$ cat config.mk
export PLATFORM = sky130hd
export DESIGN_NAME = fifo_write_arbiter
export DESIGN_NICKNAME = d
export VERILOG_FILES = /design/src/rtl/fifo_write_arbiter.sv
export SDC_FILE = /design/constraint.sdc
export NUM_CORES = 1
export LEC_CHECK = 0
export BUFFER_PORTS_ARGS = -buffer_cell sky130_fd_sc_hd__buf_2
export CAP_MARGIN = 20
export CORE_UTILIZATION = 45
export CTS_BUF_LIST = sky130_fd_sc_hd__clkbuf_4 sky130_fd_sc_hd__clkbuf_8
export DETAILED_ROUTE_END_ITERATION = 10
export GPL_ROUTABILITY_DRIVEN = 1
export PLACE_DENSITY = 0.81
export SYNTH_ARGS = -nofsm -noshare
export SYNTH_HDL_FRONTEND = slang
export SYNTH_SLANG_ARGS = --single-unit
$ cat constraint.sdc
create_clock -name clk -period 2.5 [get_ports clk]
set_clock_uncertainty 0.1 [all_clocks]
set_input_delay 0 -clock clk [delete_from_list [all_inputs] [get_ports clk]]
set_output_delay 0 -clock clk [all_outputs]
set_load 0.01 [all_outputs]
$ cat src/rtl/fifo_write_arbiter.sv
// fifo_write_arbiter: round-robin arbiter sharing one FIFO write port
// between two valid/ready producers, with bursts of up to MAX_BURST beats.
//
// Ports:
//   clk, reset               clock, async active-high reset
//   req0_valid/_data/_ready  producer 0 handshake
//   req1_valid/_data/_ready  producer 1 handshake
//   fifo_full                FIFO full flag (stalls the current grant)
//   fifo_wr_en/_data_in      FIFO write port
//   grant                    registered one-hot grant (00 idle)
//   stats_clr, beat_cnt0/1   beat statistics, present only with ARB_STATS_EN
//
// Optional feature macro: ARB_STATS_EN (saturating per-producer beat counters).

module fifo_write_arbiter #(
    parameter int DATA_WIDTH = 8,
    parameter int MAX_BURST  = 4,
    parameter int CNT_WIDTH  = 16
) (
    input  logic                  clk,
    input  logic                  reset,
    input  logic                  req0_valid,
    input  logic [DATA_WIDTH-1:0] req0_data,
    output logic                  req0_ready,
    input  logic                  req1_valid,
    input  logic [DATA_WIDTH-1:0] req1_data,
    output logic                  req1_ready,
    input  logic                  fifo_full,
    output logic                  fifo_wr_en,
    output logic [DATA_WIDTH-1:0] fifo_data_in,
`ifdef ARB_STATS_EN
    input  logic                  stats_clr,
    output logic [CNT_WIDTH-1:0]  beat_cnt0,
    output logic [CNT_WIDTH-1:0]  beat_cnt1,
`endif
    output logic [1:0]            grant
);

    if (MAX_BURST < 1 || MAX_BURST > 16 || CNT_WIDTH < 1) begin : g_bad_param
        $error("fifo_write_arbiter: illegal parameter value");
    end

    localparam int BW = $clog2(MAX_BURST) + 1;
    localparam logic [BW-1:0] LAST_BEAT = BW'(MAX_BURST - 1);

    typedef enum logic [1:0] {
        IDLE = 2'b00,
        GNT0 = 2'b01,
        GNT1 = 2'b10
    } state_t;

    state_t        r_state;
    state_t        w_state_nxt;
    state_t        w_other;
    logic          r_last;
    logic          w_last_nxt;
    logic [BW-1:0] r_burst;
    logic [BW-1:0] w_burst_nxt;
    logic          w_own;
    logic          w_oth;
    logic          w_beat;
    logic          w_burst_end;

    // Valid of the granted producer and of the waiting one.
    always_comb begin
        w_own   = 1'b0;
        w_oth   = 1'b0;
        w_other = IDLE;
        case (r_state)
            GNT0: begin
                w_own   = req0_valid;
                w_oth   = req1_valid;
                w_other = GNT1;
            end
            GNT1: begin
                w_own   = req1_valid;
                w_oth   = req0_valid;
                w_other = GNT0;
            end
            default: ;
        endcase
    end

    assign w_beat      = w_own && !fifo_full;
    assign w_burst_end = (r_burst == LAST_BEAT);

    assign fifo_wr_en   = w_beat;
    assign req0_ready   = w_beat && (r_state == GNT0);
    assign req1_ready   = w_beat && (r_state == GNT1);
    assign fifo_data_in = !w_beat           ? '0 :
                          (r_state == GNT1) ? req1_data : req0_data;
    assign grant        = r_state;

    always_comb begin
        w_state_nxt = r_state;
        w_last_nxt  = r_last;
        w_burst_nxt = r_burst;
        case (r_state)
            IDLE: begin
                // Tie goes to the producer not served most recently.
                if (req0_valid && req1_valid)
                    w_state_nxt = r_last ? GNT0 : GNT1;
                else if (req0_valid)
                    w_state_nxt = GNT0;
                else if (req1_valid)
                    w_state_nxt = GNT1;
            end
            GNT0, GNT1: begin
                if (!w_own) begin
                    // Granted producer ran dry: release the grant.
                    w_last_nxt  = (r_state == GNT1);
                    w_burst_nxt = '0;
                    w_state_nxt = w_oth ? w_other : IDLE;
                end else if (w_beat) begin
                    if (w_burst_end) begin
                        // Hand over without a bubble, or keep going
                        // if nobody else is waiting.
                        w_last_nxt  = (r_state == GNT1);
                        w_burst_nxt = '0;
                        w_state_nxt = w_oth ? w_other : r_state;
                    end else begin
                        w_burst_nxt = r_burst + 1'b1;
                    end
                end
            end
            default: w_state_nxt = IDLE;
        endcase
    end

    always_ff @(posedge clk or posedge reset) begin
        if (reset) begin
            r_state <= IDLE;
            r_last  <= 1'b1;
            r_burst <= '0;
        end else begin
            r_state <= w_state_nxt;
            r_last  <= w_last_nxt;
            r_burst <= w_burst_nxt;
        end
    end

`ifdef ARB_STATS_EN
    logic [CNT_WIDTH-1:0] r_cnt0;
    logic [CNT_WIDTH-1:0] r_cnt1;

    always_ff @(posedge clk or posedge reset) begin
        if (reset) begin
            r_cnt0 <= '0;
            r_cnt1 <= '0;
        end else if (stats_clr) begin
            r_cnt0 <= '0;
            r_cnt1 <= '0;
        end else begin
            if (req0_ready && !(&r_cnt0))
                r_cnt0 <= r_cnt0 + 1'b1;
            if (req1_ready && !(&r_cnt1))
                r_cnt1 <= r_cnt1 + 1'b1;
        end
    end

    assign beat_cnt0 = r_cnt0;
    assign beat_cnt1 = r_cnt1;
`endif

endmodule

* Yosys cells after proc, flatten, opt, wreduce, memory -nomap -nowiden
Cells that the tools add are included.
** Word-level totals
- Flip-flop bits (word level) :: 6
- Word-level logic and storage cells :: 44
** Cells by class
- Add/sub/neg operators :: 1
- Equal/unequal tests :: 9
- Multiplexer cells :: 21
- Reduce and logical (&&, ||, !) cells :: 10
** Operators by type and width (number)
- two-way mux 2 bit :: 9
- two-way mux 8 bit :: 2
- two-way mux 3 bit :: 3
- != test 3 bit (second input constant) :: 3
- one-hot mux 2 bit (2 select lines) :: 2
- logical AND 1 bit :: 4
- != test 2 x 1 -> 1 bit (second input constant) :: 2
- != test 4 bit (second input constant) :: 1
- one-hot mux 1 bit (2 select lines) :: 2
- AND reduction 4 bit :: 1
- adder 3 x 1 -> 3 bit (second input constant) :: 1
- == test 3 x 2 -> 1 bit (second input constant) :: 1
- two-way mux 1 bit :: 3
- AND reduction 3 bit :: 1
- == test 2 x 1 -> 1 bit (second input constant) :: 1
- == test 2 bit (second input constant) :: 1
- logical NOT 2 bit :: 1
- AND reduction 2 bit :: 1
- OR reduction 2 bit :: 1
- logical NOT 1 bit :: 1

* Longest topological paths before layout
- Depth after elaboration :: 7
- Gate-level depth with buffers :: 8

* Worst setup path before layout
Ideal clock, no wire load.
- Path kind :: register to register
- Start point :: register r_state[0], in the netlist grant[0]
- End point :: register r_state[0], in the netlist grant[0]
- Setup time :: 128 ps
- Arrival time :: 1739 ps
- Required time :: 2272 ps
- Path slack :: 534 ps
- Cell stages (with the launch flop) :: 8
- Period minus slack after synthesis :: 1966 ps
- Cell sequence :: dfrtp_1 inv_1 ha_1 buf_2 a22o_1 o211a_4 nor3_4 mux2_1
** On the way
- Cells in the longest elaborated chain, start to end :: 7
- Elaborated cells on any way between the ends :: 19
- Those cells by class :: eq/ne: 6; mux: 9; reduce/logical: 4
** Ends and longest elaborated chain
- start, declared :: RTL line 52 : state_t r_state;
- start signal, assigned :: RTL line 136 : r_state <= w_state_nxt;
- == test 2 bit / == test 2 x 1 -> 1 bit (equally long branches) :: RTL line 69, 98
- one-hot mux 2 bit (2 select lines) :: RTL line 69 : case (r_state)
- two-way mux 2 bit :: RTL line 120 : w_state_nxt = w_oth ? w_other : r_state;
- two-way mux 2 bit :: RTL line 115 : if (w_burst_end) begin
- two-way mux 2 bit :: RTL line 114 : end else if (w_beat) begin
- two-way mux 2 bit :: RTL line 109 : if (!w_own) begin
- one-hot mux 2 bit (2 select lines) :: RTL line 98 : case (r_state)
Parallel ways exist; a longest one is shown, timed or not. The select of a mux whose other input is x is not followed.
A chain may end at the register's enable or synchronous reset.

* Worst setup path after layout
- Start point :: register r_state[1], in the netlist grant[1]
- End point :: register r_state[0], in the netlist grant[0]
Same word-level chain as after synthesis.

==> results by group <==
Status
  • Status: completed

Detailed routing
  • Drt first pass iters: 4
  • Post-route ant nets: 0
  • Initial drt markers: 9
  • DRC viols: 0
  • Avg Vias per Cell: 5.033
  • Detailed Route WL: 1433 um
  • Vias: 609
  • Wire per inst: 11.84 um

Yosys
  • Post-synthesis cell count: 71
  • Mapped cell area: roughly 600 sq um
  • Syn_area_per_cell: ~8.6 sq um
  • Synth warnings: 0
  • Post-Syn Nets: 97
  • Register bit total from synthesis: 6
  • Seq/Total Area, Yosys: 0.2480
  • Synth unique cells: 31

Clock tree
  • Worst-skew pair later-pin latency: about 0.24 ns
  • Post-CTS sizing: 0
  • Clock Tree Root: clkbuf_4
  • Sink Count: 6
  • CTS buffer count: 3
  • H-tree levels: 1
  • Clock buffer depth: 2
  • Worst-path clk slew: 0.04 ns
  • Post-CTS Hold Buffers: 1
  • Post CTS Setup Buffer Count: 0
  • CTS tree: built

Cells and area
  • Design area: 823.3 sq um
  • ANT cells: 0
  • Fill count: just over 100
  • Nets: 134
  • Commonest cells after routing, fill and taps aside: buf_2 (33), nor2_1 (11), mux2i_1 (9)
  • Area Growth Syn to Fin: 34.84%
  • Commonest non-fill, non-tap cell in the layout: buf_2
  • Share of cells above drive strength 1: 0.4112

Timing
  • Fmax: 0.4889 GHz
  • Endpoints failing setup: 0
  • Worst setup margin: between 0.4 and 0.5 ns
  • Final Hold Viols: 0
  • Final worst-path cycle share: 0.8182
  • Setup_tns: 0 ns
  • RSZ-0062 raised after global routing: false
  • Max-slew headroom: 0.7789
  • Slew Viols, Final: 0
  • Worst slew pin tran: 0.3307 ns
  • Tmin final: 2.046 ns
  • Min Hold Slack: 0.02932 ns

Critical path
  • Kind of start point of the critical path: register
  • Crit Path Class: reg2reg
  • CP max FO: 9
  • Worst EP arrival: 2.06 ns
  • Critical Path RT: 2.51 ns
  • CP max stage cell: ha_1
  • CP Cell Sequence: inv_1, ha_1, nand2_1, nor4b_2, nor3_4, mux2_1
  • Worst stage delay on the critical path: roughly 0.46 ns
  • Worst Setup End Kind: register

Placement
  • Placed Area: 783.3 sq um
  • Placer Congestion: 0.7212
  • DP Worst Slack: 0.4505 ns
  • Detailed Place HPWL: 1201 um
  • PortBufs: 33

Floorplanning
  • Die area: 1508 sq um
  • Die X: around 39 um
  • Chip Height: a little under 40 um
  • Num ports: 34
  • Core region area: 1186 sq um
  • Starting Density: 0.5148
  • Rows: 12

Global route
  • Largest net degree at the start of global routing: 15
  • Antenna violations before repair: 0
  • Overflow after GRT: 0
  • Total GRT Usage: 0.2010
  • First-pass GRT wire length: 2007 um
  • Number of global-route vias before repair: 469

Power and ir drop
  • Total chip power: 0.7026 mW
  • VDD IR max: about 0.55 mV
  • Leak Pwr: 0.4437 nW
  • Pwr dens: 853.5 nW/um^2

Job
  • Max-cap violations: 0

Min path
  • HP Class: in2reg
flip-flops by register name (all words and copies together) (netlist names):
name	flops
r_burst	3
grant	2
r_last	1
power breakdown:
part | internal [mW] | total [mW] | switching (mW)
clock | 0.0711 | 0.103 | 0.0324
sequential | 0.129 | 0.151 | 0.0218
combinational | 0.194 | 0.448 | 0.254
routing by layer:
metal	track usage	wire (um)	part of all wire
met1	0.2553	652	0.45
met3	0.03468	54	0.038
met2	0.3083	727	0.51
met4	0.1293	0	0
met5	0	0	0
metrics by stage:
step,cells,utilization
5_1_grt,121,0.6941
6_report,121,0.6941
4_1_cts,121,0.6941
3_5_place_dp,116,0.6603
2_1_floorplan,71,-
3_3_place_gp,116,0.6603
area by class of cell:
type | instances | area (sq um) | area share
Clock buffer | 4 | 30.03 | 0.03647
Timing Repair Buffer | 35 | 182.7 | 0.2219
Inverter | 8 | 30.03 | 0.03647
Multi-Input combinational cell | 54 | 411.6 | 0.5000
Sequential cell | 6 | 151.4 | 0.1839
Tap cell | 14 | 17.52 | 0.02128
cells by family (layout without fill, tap and decap cells):
family | Yosys count | count (layout) | share of synthesized area
simple gates | 24 | 24 | 0.2254
compound gates | 15 | 15 | 0.1804
buf+inv | 11 | 47 | 0.07788
flops | 6 | 6 | 0.2480
mux | 10 | 10 | 0.1660
fa+ha+maj | 5 | 5 | 0.1025
synthesized netlist by cell type:
cell type | count | area, sq um
nand2_1 | 3 | 11.26
a31oi_1 | 1 | 6.260
a211oi_1 | 1 | 7.510
o31ai_1 | 1 | 7.510
o21bai_1 | 1 | 7.510
ha_1 | 5 | 62.56
nand4b_1 | 1 | 8.760
inv_2 | 1 | 3.750
mux2_1 | 1 | 11.26
a22o_1 | 1 | 8.760
dfrtp_1 | 5 | 125.1
buf_4 | 1 | 7.510
o21ai_1 | 2 | 10.01
nand2b_1 | 3 | 18.77
o211a_4 | 1 | 17.52
o21ai_0 | 2 | 10.01
nor3_1 | 1 | 5.000
nor4b_2 | 1 | 15.01
a21oi_1 | 1 | 5.000
buf_2 | 2 | 10.01
nand3_1 | 1 | 5.000
nor2_1 | 11 | 41.29
o21a_1 | 1 | 7.510
nand3_2 | 1 | 10.01
mux2i_1 | 9 | 90.09
a21boi_0 | 1 | 7.510
a22oi_1 | 2 | 15.01
nor3_4 | 1 | 16.27
inv_1 | 7 | 26.28
dfstp_2 | 1 | 26.28
and2_1 | 1 | 6.260
worst max-delay path, delay by kind of cell (launching register included):
family,cells,cell delay [ns]
muxes,1,0.32
buffers and inverters,1,0.10
DFF,1,0.39
adders and majority gates,1,0.46
and+or+nand+nor,3,0.55
final timing paths:
kind / from / to / slack (ns) / cells past startpoint
min in group asynchronous: reset / r_burst[2] / 0.10 / 3
min: fifo_full / r_last / 0.03 / 3
max in group asynchronous: reset / r_last / 1.95 / 3
max reg2reg: grant[1] / grant[0] / 0.45 / 6
min reg2reg: r_burst[2] / r_burst[2] / 0.37 / 1
max: grant[1] / grant[0] / 0.45 / 6
Power figures use the tool's default switching activity.
